[src/rtl/led_matrix_scanner.sv]
// -----------------------------------------------------------------------------
// led_matrix_scanner
//
// Time-multiplexed scan controller for a 4-column x 8-row LED matrix.
// It holds a double-buffered 32-bit frame and drives one column at a time.
// Each column slot starts with a short blanking window (all columns off,
// rows dark) to prevent ghosting. The rest of the slot is the drive phase,
// where a 16-level global PWM gates the row data.
//
// Ports
//   clk         in   1   system clock
//   rst_n       in   1   synchronous active-low reset
//   enable      in   1   1 = scanning, 0 = matrix dark and scan parked at col 0
//   brightness  in   4   PWM on-time N/16 during drive phase (0 = off)
//   fb_data     in   32  frame; bits [8c+7:8c] are rows 8..1 of column c
//   fb_valid    in   1   fb_data valid
//   fb_ready    out  1   shadow buffer empty; accept on fb_valid & fb_ready
//   led         out  8   row drive, active-high, led[0] = led1
//   lcol        out  4   column select, active-low, lcol[0] = lcol1
//   frame_tick  out  1   one-cycle pulse on the last cycle of column 3
//
// Scan phase (decoded from enable and slot counter)
//   state    | meaning
//   PH_IDLE  | enable low: outputs dark, counters parked at col 0 / slot 0
//   PH_BLANK | slot_cnt < BLANK_CYCLES: all columns off, rows dark
//   PH_DRIVE | remainder of slot: one column low, rows gated by PWM
//
// All pins are registered, so they show the counter state of the
// previous cycle.
// -----------------------------------------------------------------------------
module led_matrix_scanner #(
    parameter int DWELL_CYCLES = 3000,
    parameter int BLANK_CYCLES = 32
) (
    input  logic        clk,
    input  logic        rst_n,
    input  logic        enable,
    input  logic [3:0]  brightness,
    input  logic [31:0] fb_data,
    input  logic        fb_valid,
    output logic        fb_ready,
    output logic [7:0]  led,
    output logic [3:0]  lcol,
    output logic        frame_tick
);

    localparam int SW = $clog2(DWELL_CYCLES);
    localparam logic [SW-1:0] SLOT_LAST = SW'(DWELL_CYCLES - 1);
    localparam logic [SW-1:0] BLANK_END = SW'(BLANK_CYCLES);

    typedef enum logic [1:0] {
        PH_IDLE,
        PH_BLANK,
        PH_DRIVE
    } phase_t;

    phase_t phase;

    logic [SW-1:0] slot_cnt_q, slot_cnt_d;
    logic [1:0]    col_q, col_d;
    logic [3:0]    pwm_cnt_q, pwm_cnt_d;
    logic [3:0]    bright_q, bright_d;
    logic [31:0]   active_q, active_d;
    logic [31:0]   shadow_q, shadow_d;
    logic          pending_q, pending_d;
    logic [7:0]    led_q, led_d;
    logic [3:0]    lcol_q, lcol_d;
    logic          frame_tick_q, frame_tick_d;

    logic slot_last;
    logic frame_end;
    logic accept;

    always_comb begin
        if (!enable) begin
            phase = PH_IDLE;
        end else if (slot_cnt_q < BLANK_END) begin
            phase = PH_BLANK;
        end else begin
            phase = PH_DRIVE;
        end
    end

    assign slot_last = (slot_cnt_q == SLOT_LAST);
    assign frame_end = enable && slot_last && (col_q == 2'd3);
    // fb_ready comes straight from pending_q, so it never depends
    // combinationally on fb_valid.
    assign accept    = fb_valid && !pending_q;

    always_comb begin
        slot_cnt_d   = slot_cnt_q;
        col_d        = col_q;
        pwm_cnt_d    = pwm_cnt_q;
        bright_d     = bright_q;
        active_d     = active_q;
        shadow_d     = shadow_q;
        pending_d    = pending_q;
        led_d        = 8'h00;
        lcol_d       = 4'hF;
        frame_tick_d = 1'b0;

        // Brightness is latched once per slot so the PWM duty cannot change
        // part-way through a column.
        if (slot_cnt_q == '0) begin
            bright_d = brightness;
        end

        case (phase)
            PH_IDLE: begin
                slot_cnt_d = '0;
                col_d      = 2'd0;
                pwm_cnt_d  = 4'd0;
            end
            PH_BLANK: begin
                slot_cnt_d = slot_cnt_q + 1'b1;
                // Held at zero so the first drive cycle sees pwm_cnt == 0.
                pwm_cnt_d  = 4'd0;
            end
            PH_DRIVE: begin
                lcol_d    = ~(4'b0001 << col_q);
                if (pwm_cnt_q < bright_q) begin
                    led_d = active_q[{col_q, 3'b000} +: 8];
                end
                pwm_cnt_d = pwm_cnt_q + 4'd1;
                if (slot_last) begin
                    slot_cnt_d = '0;
                    col_d      = col_q + 2'd1;
                end else begin
                    slot_cnt_d = slot_cnt_q + 1'b1;
                end
            end
            default: begin
                slot_cnt_d = '0;
                col_d      = 2'd0;
                pwm_cnt_d  = 4'd0;
            end
        endcase

        frame_tick_d = frame_end;

        // Accept needs pending low and the swap needs pending high, so the
        // two never happen in the same cycle.
        if (accept) begin
            shadow_d  = fb_data;
            pending_d = 1'b1;
        end else if (frame_end && pending_q) begin
            active_d  = shadow_q;
            pending_d = 1'b0;
        end
    end

    always_ff @(posedge clk) begin
        if (!rst_n) begin
            slot_cnt_q   <= '0;
            col_q        <= 2'd0;
            pwm_cnt_q    <= 4'd0;
            bright_q     <= 4'd0;
            active_q     <= 32'h0;
            shadow_q     <= 32'h0;
            pending_q    <= 1'b0;
            led_q        <= 8'h00;
            lcol_q       <= 4'hF;
            frame_tick_q <= 1'b0;
        end else begin
            slot_cnt_q   <= slot_cnt_d;
            col_q        <= col_d;
            pwm_cnt_q    <= pwm_cnt_d;
            bright_q     <= bright_d;
            active_q     <= active_d;
            shadow_q     <= shadow_d;
            pending_q    <= pending_d;
            led_q        <= led_d;
            lcol_q       <= lcol_d;
            frame_tick_q <= frame_tick_d;
        end
    end

    assign fb_ready   = ~pending_q;
    assign led        = led_q;
    assign lcol       = lcol_q;
    assign frame_tick = frame_tick_q;

endmodule

[config.mk]
export PLATFORM = sky130hd
export DESIGN_NAME = led_matrix_scanner
export DESIGN_NICKNAME = d
export VERILOG_FILES = /design/src/rtl/led_matrix_scanner.sv
export SDC_FILE = /design/constraint.sdc
export NUM_CORES = 1
export LEC_CHECK = 0
export ABC_AREA = 1
export CORE_MARGIN = 2
export CORE_UTILIZATION = 49
export DETAILED_ROUTE_END_ITERATION = 16
export GPL_TIMING_DRIVEN = 0
export PLACE_DENSITY = 0.75
export SLEW_MARGIN = 15
export SYNTH_ARGS = -nofsm -noshare
export SYNTH_HDL_FRONTEND = slang
export SYNTH_SLANG_ARGS = --single-unit
[constraint.sdc]
create_clock -name clk -period 1.34 [get_ports clk]
set_input_delay 0.268 -clock clk [delete_from_list [all_inputs] [get_ports clk]]
set_output_delay 0.268 -clock clk [all_outputs]
set_load 0.01 [all_outputs]
==> results by group <==
Outcome
  • Outcome: finished with violations
  • Violated checks: setup timing

Power and ir drop
  • Pwr Total: 5.77 mW
  • P per Cell Area: 1050 nW/um^2
  • Worst vdd ir: 0.000549 V
  • Leakage power total: 2.25 nW

Synth
  • Sequential area share after synthesis: 47.4%
  • Top-count cell post-synth: nor2_1
  • Area share of the largest cell type after synthesis: 47.4%
  • EDFF count, synth: 0
  • Post-synthesis instance total: 559
  • Syn Nets: 609
  • Ys Warns: 0
  • Synth area leader: dfxtp_1
  • Synth Cell Area: 4230 sq um
  • Yosys reg bits: 100
  • Post-synth top cells: 111 x nor2_1, 100 x dfxtp_1, 63 x inv_1
  • Yosys cell types: 27
  • Post-synth top flop: dfxtp_1
  • Mean post-synth cell area: 7.56 sq um
  • Largest cells by area after synthesis: dfxtp_1 47%, nor2_1 9.9%, o21ai_0 5.9%
  • Asr flop ratio synth: 0%

Timing
  • Max Freq: 616 MHz
  • Slew margin rel.: 66.7%
  • Clock Skew: 0.0138 ns
  • RSZ-0062 raised after global routing: yes
  • Minimum clock period: 1.62 ns
  • Setup TNS: -5.30 ns
  • Worst slew pin tran: 0.497 ns
  • Setup-failing EPs final: 42
  • Final Max Tran Viols: 0
  • Final WS setup: -0.285 ns
  • Hold Violations, Final: 0
  • Ratio of final minimum period to clock period: 121%

Global routing
  • First-pass GRT wire length: 16.4 mm
  • GR Util met3: 5.78%
  • Number of global-route vias before repair: 3674
  • Largest net degree at the start of global routing: 18
  • Overall global routing resource usage: 21.3%
  • Most used routing layer: met2
  • GRT Residual Overflow: 0
  • Initial antenna violation count: 0
  • Met1 Use GR: 25.4%
  • GR Util met2: 35.8%

Die
  • Top Ports: 54
  • Die Wd: 96.9 microns
  • Full die area: 9380 sq um
  • Initial Utilization: 50.9%
  • Die Y-Extent: 96.9 microns
  • Total core area: 8300 sq um
  • Row count: 33

Hold path
  • Hold Crit Class: primary input to flip-flop

Placed design
  • Final RePlAce weighted congestion: 0.893
  • PortBufs: 52
  • Place WS: -0.451 ns
  • Placed cell count: 716
  • DPL Wire Length: 7.17 mm

Cells and area
  • Layout Nets: 694
  • Syn-to-layout area delta: 30.5%
  • Multi-input gate area: 1930 sq um
  • FILL cells: 665
  • Layout Cells excl Fill: 754
  • Share of cells above drive strength 1: 17.4%
  • Final Util: 66.5%
  • Ant. Diodes: 0
  • Storage cell area: 2010 sq um

CTS
  • CTS sink cnt: 100
  • CTS root buf: clkbuf_8
  • Later-pin clock latency in the skew report: 0.38 ns
  • Clock transition at path regs: 0.10 ns
  • CTS H-tree lvls: 3
  • Cts bufs inserted: 9
  • Clock Path Buffers: 2
  • CTS tree: done

Detailed routing
  • Final wirelength: 10.4 mm
  • DR vias/cell: 5.13
  • Mean routed wirelength per cell: 13.8 microns
  • First DRT Iteration DRCs: 186
  • Vias: 3866
  • DRT Pass-1 Iters: 5
  • Number of routed nets with antenna violations: 0
  • DRC: 0

Critical path
  • CP bufs+invs: 2
  • Crit path launch type: flip-flop
  • Critical path peak fanout: 4
  • Crit. End Element: flip-flop
  • WP data arrival: 1.89 ns
  • Slowest CP cell: dfxtp_2
  • Critical Path RT: 1.60 ns
  • CP cell instances: ha_4, nand2_4, buf_4, buf_6, nor2_4, nand3_2, nor2_2, xor2_1, nor2_1
  • CP peak stage delay: 0.36 ns
  • Setup CP Type: flip-flop to flip-flop
  • Delay-heaviest family, CP: simple AND/OR/NAND/NOR gates

Flow run
  • Maxcap violations: 0
==> metal layers <==
metal  share of wire, %  up-vias
met2                 49      109
met3                4.6       23
met1                 44     1762
li1                   -     1972
met5                  0        -
met4                2.3        0
==> layout make-up <==
cell class,instances,area share [%]
flip-flops and latches,100,36.5
multi-input cells,359,35.0
repair buffers,76,13.2
inverters,67,4.74
plain buffers,31,3.97
clock buffers,10,2.50
well taps,105,2.38
clock inverters,6,1.75
==> repair_timing <==
action,in CTS,in global routing
pin swaps,4,19
endpoints found under the setup margin,103,88
gates cloned,3,2
hold buffers,0,0
gates resized for setup,59,46
buffers inserted,12,7
==> logic make-up (layout without fill, tap and decap cells) <==
logic type	count (synthesis)	after routing	synth area share, %
simple gates	234	234	25.3
buf+inv	100	190	10.2
fa+ha+maj	10	10	2.96
xor+xnor	6	6	1.24
compound gates	109	109	13.0
flops	100	100	47.4
==> power by group <==
group	total [mW]	switching, mW	internal [mW]
logic	0.467	0.261	0.207
clock network	2.22	1.09	1.12
registers	3.09	0.0260	3.06
==> flip-flops by register name, indices dropped and copies added (netlist names) <==
| register | count |
|---|---|
| active_q | 32 |
| bright_q | 4 |
| col_q | 2 |
| frame_tick | 1 |
| lcol | 4 |
| led | 8 |
| pending_q | 1 |
| pwm_cnt_q | 4 |
| shadow_q | 32 |
| slot_cnt_q | 12 |
==> worst min-delay path, stage by stage <==
cell and delay, ns:
buf_2 0.19, nand3_2 0.20, nor3_1 0.06
==> final timing paths <==
kind | start | end | slack (ns) | depth (start not counted)
max reg2reg | slot_cnt_q[1] | slot_cnt_q[10] | -0.28 | 9
min reg2reg | bright_q[0] | bright_q[0] | 0.46 | 2
min | rst_n | led[7] | 0.39 | 3
max | slot_cnt_q[1] | slot_cnt_q[10] | -0.28 | 9
==> placed cells by master (no fill, tap or decap), types with 3 or more instances in the layout <==
master           instances
a21oi_1                 40
buf_1                    5
buf_2                    8
buf_4                   15
buf_6                   16
buf_8                    3
clkbuf_1                 5
clkbuf_2                 3
clkbuf_8                10
clkdlybuf4s50_1         38
dfxtp_1                 94
dfxtp_2                  5
dlygate4sd2_1           13
ha_1                     8
inv_1                   62
nand2_1                 51
nand2_2                  7
nand3_1                  6
nand3_2                  3
nand4_1                 32
nor2_1                  96
nor2_2                  11
nor2_4                  11
nor3_1                  11
o21ai_0                 44
o21ai_1                 21
xor2_1                   5
==> stage by stage <==
step           hold slack, ns  area (sq um)
6_report                0.390          5520
5_1_grt                 0.409          5520
4_1_cts                 0.366          5340
3_5_place_dp            0.449          4900
3_3_place_gp            0.442          4900
2_1_floorplan           0.409          4250
Note: power is estimated with default switching activity, not from simulation.
